--- config.mk ---
export PLATFORM = sky130hd
export DESIGN_NAME = prio_encoder_rr
export DESIGN_NICKNAME = d
export VERILOG_FILES = /design/src/rtl/prio_encoder_rr.sv
export SDC_FILE = /design/constraint.sdc
export NUM_CORES = 1
export LEC_CHECK = 0
export ABC_AREA = 1
export CORE_MARGIN = 5
export CORE_UTILIZATION = 39
export DETAILED_ROUTE_END_ITERATION = 10
export HOLD_SLACK_MARGIN = 0.1
export PLACE_DENSITY = 0.72
export SETUP_SLACK_MARGIN = 0.2
export SLEW_MARGIN = 20
export SYNTH_ARGS = -nofsm -noshare
export SYNTH_HDL_FRONTEND = slang
export SYNTH_SLANG_ARGS = --single-unit
--- constraint.sdc ---
create_clock -name clk -period 1.5 [get_ports clk]
set_clock_uncertainty 0.15 [all_clocks]
set_input_delay 0.3 -clock clk [delete_from_list [all_inputs] [get_ports clk]]
set_output_delay 0.3 -clock clk [all_outputs]
set_load 0.02 [all_outputs]
--- src/rtl/prio_encoder_rr.sv ---
// Registered N-input priority encoder with fixed-priority or round-robin selection
// and a valid/ready output stage that a downstream consumer can stall.
module prio_encoder_rr #(
  parameter int N    = 8,
  parameter int W    = $clog2(N),
  parameter int MODE = 0
) (
  input  logic         clk,
  input  logic         rst,
  input  logic [N-1:0] req,
  input  logic         out_ready,
  output logic         out_valid,
  output logic [W-1:0] idx,
  output logic [N-1:0] onehot,
  output logic         none
);

  localparam logic [W-1:0] LAST = W'(N - 1);

  logic         r_valid;
  logic         r_none;
  logic [W-1:0] r_idx;
  logic [W-1:0] r_ptr;
  logic [N-1:0] r_onehot;

  logic         w_load;
  logic         w_xfer;
  logic         w_any;
  logic [W-1:0] w_ptr_next;
  logic [W-1:0] w_g_fp;
  logic [W-1:0] w_g_rr;
  logic [W-1:0] w_g;

  // Handshake: a grant transfers on any cycle with out_valid && out_ready; a new
  // req sample is taken whenever the output register is empty or being drained.
  assign w_xfer = r_valid && out_ready;
  assign w_load = !r_valid || out_ready;
  assign w_any  = |req;

  // The served index drops to lowest priority, so a back-to-back load already rotates.
  assign w_ptr_next = w_xfer ? ((r_idx == '0) ? LAST : r_idx - 1'b1) : r_ptr;

  always_comb begin : fixed_sel
    logic found;
    found  = 1'b0;
    w_g_fp = '0;
    for (int i = N - 1; i >= 0; i--) begin
      if (!found && req[i]) begin
        w_g_fp = W'(i);
        found  = 1'b1;
      end
    end
  end

  // Downward search from the pointer, wrapping mod N (not mod 2^W).
  always_comb begin : rr_sel
    logic found;
    int   p;
    found  = 1'b0;
    p      = 0;
    w_g_rr = '0;
    for (int k = 0; k < N; k++) begin
      p = (int'(w_ptr_next) + N - k) % N;
      if (!found && req[p]) begin
        w_g_rr = W'(p);
        found  = 1'b1;
      end
    end
  end

  assign w_g = (MODE == 1) ? w_g_rr : w_g_fp;

  always_ff @(posedge clk) begin
    if (rst) begin
      r_valid  <= 1'b0;
      r_idx    <= '0;
      r_onehot <= '0;
      r_none   <= 1'b1;
      r_ptr    <= LAST;
    end else begin
      if (w_xfer) begin
        r_ptr <= w_ptr_next;
      end
      if (w_load) begin
        r_valid <= w_any;
        r_none  <= !w_any;
        if (w_any) begin
          r_idx    <= w_g;
          r_onehot <= {{(N-1){1'b0}}, 1'b1} << w_g;
        end else begin
          r_onehot <= '0;
        end
      end
    end
  end

  assign out_valid = r_valid;
  assign idx       = r_idx;
  assign onehot    = r_onehot;
  assign none      = r_none;

endmodule

==> results_dict.tcl <==
set metrics [dict create \
    dr.pass1.iters 4 \
    setup_viol 0 \
    path_clk_slew_ns 0.08 \
    clock_sinks 13 \
    dpl-instance-area_um2 895 \
    final_cell_mix "nand2_1, buf_2, dfxtp_1" \
    vias_per_cell 4.93 \
    io-pin-count 24 \
    end_kind "flip-flop" \
    drt_wl_total_mm 1.56 \
    power_leakage_nw 0.460 \
    cts_max_level 1 \
    status "finished clean" \
    cts-root-buf "clkbuf_4" \
    worst_pin_slew_ns 0.235 \
    syn_inst 79 \
    io_buffers 23 \
    final_nets 127 \
    relSlewSlack 0.843 \
    final_common_cell "nand2_1" \
    max_freq_mhz 810 \
    clock_latency_ns 0.28 \
    core_area_mm2 0.00145 \
    place_congestion 0.763 \
    placed_cells 125 \
    hold_viol 0 \
    areaGrowthSynthToFinish_pct 53.4 \
    ant_nets 0 \
    synth_cell_types 18 \
    final_cell_count_no_fill 131 \
    detailed_place_hpwl_mm 1.12 \
    yosys_warnings 0 \
    rsz0062_at_grt "no" \
    holdCritPathClass "input pin to flip-flop" \
    grt_use_total 0.130 \
    routedWlPerCell_um 11.9 \
    vias 646 \
    cp_max_fo 4 \
    antenna_found_initial 0 \
    ys_seq_area_frac 0.446 \
    antenna_cells 0 \
    fin_crit_ns 1.23 \
    powerDensity_mw_per_mm2 818 \
    grt_max_degree 11 \
    cp-start-kind "input pin" \
    rows 14 \
    syn_nets 90 \
    fin_area_um2 895 \
    seq_area_um2 260 \
    grt_pass1_wl_mm 2.55 \
    critical_path_arrival_ns 1.30 \
    fin_crit_sh 0.823 \
    nFillCells 144 \
    ys_ff_latch 13 \
    clockBufferDepth 2 \
    cts_buffers 3 \
    drive_gt1_frac 0.348 \
    drc 0 \
    die_h_um 48.7 \
    cts_tree "yes" \
    die_width_um 48.7 \
    drt_iter0_markers 8 \
    dieArea_mm2 0.00237 \
    synth_area_um2 583 \
    grt_pass1_vias 583 \
    setup_tns_ns 0 \
    synth.area.top_cells "dfxtp_1, nand2_1, a21oi_1, nor2_1, nand3_1" \
    synth_top_cell_area_share 0.446 \
    initial_utilization 0.401 \
    synth_largest_area_cell "dfxtp_1" \
    avgSynthCellArea_um2 7.38 \
    peakVddDrop_mv 0.443 \
    final_max_slew_viol_count 0 \
    critPathRequiredTime_ns 1.57 \
    multi_input_area_um2 304 \
    drv_cap 0 \
    criticalPathCategory "input pin to flip-flop" \
    gr-total-overflow 0 \
]
-- registers in the layout, indices dropped and copies added, names as in the netlist --
register   cells
idx            3
out_valid      1
none           1
onehot         8
-- power by group --
group	internal (W)	switching (W)	leakage, nW
Clock	0.000103	0.000117	0.0150
Sequential	0.000359	0.00000628	0.107
Combinational	0.0000655	0.0000805	0.338
Total	0.000528	0.000203	0.460
-- cell families after synthesis --
family	Yosys count	share of synthesized area
and+or+nand+nor	42	0.350
DFF	13	0.446
buffers and inverters	10	0.0687
AOI/OAI and AO/OA	14	0.135
-- synthesized netlist by cell type, drive strengths merged --
library cell	count
nand2	20
dfxtp	13
nor2	12
a21oi	11
inv	7
nand3	7
buf	2
o21bai	2
clkbuf	1
nand3b	1
nand4	1
nor3	1
o21ai	1
-- layout make-up --
class | instances | area share
clock buffers | 4 | 0.0294
inverters | 7 | 0.0294
multi-input cells | 56 | 0.340
flip-flops and latches | 13 | 0.291
well taps | 16 | 0.0224
repair buffers | 35 | 0.288
-- worst paths after layout --
check	endpoint	slack (ns)	startpoint	cells past startpoint
setup / recovery	onehot[0]$_SDFFE_PP0N_	0.27	out_ready	6
hold reg to reg	none$_SDFFE_PP1N_	0.30	none$_SDFFE_PP1N_	2
hold / removal	onehot[0]$_SDFFE_PP0N_	0.22	req[0]	3
setup reg to reg	idx[1]$_SDFFE_PP0P_	0.35	out_valid$_SDFFE_PP0N_	6
-- what timing repair did --
action,4_1_cts,5_1_grt
gates cloned,0,1
hold endpoints to repair,0,0
hold buffers,0,0
setup endpoints to repair,19,6
pin swaps,3,6
resized for setup,58,10
buffers inserted,0,1
-- routing by layer --
layer,wire length (um),vias up,global-route usage,part of all wire
met5,0,-,0,0
met4,44,0,0.0538,0.028
met3,82,6,0.0276,0.053
met2,750,21,0.213,0.48
met1,684,291,0.162,0.44
li1,-,328,-,-
-- worst max-delay path, cell delays in order --
cell,delay (ns)
clkdlybuf4s50_1,0.50
nor2_4,0.05
inv_2,0.07
buf_4,0.13
nand4_1,0.12
a21oi_2,0.13
-- through the flow --
| step | hold WS, ns | utilization | total power (W) | worst slack, ns |
|---|---|---|---|---|
| after CTS | 0.309 | 0.590 | 0.000725 | 0.201 |
| after detailed placement | 0.299 | 0.615 | 0.000529 | -0.200 |
| after global placement | 0.294 | 0.615 | 0.000527 | -0.180 |
| final | 0.215 | 0.615 | 0.000731 | 0.266 |
| after floorplan | 0.294 | - | 0.000439 | 0.224 |
| after global routing | 0.222 | 0.615 | 0.000772 | 0.208 |
(Power assumes the default switching activity.)
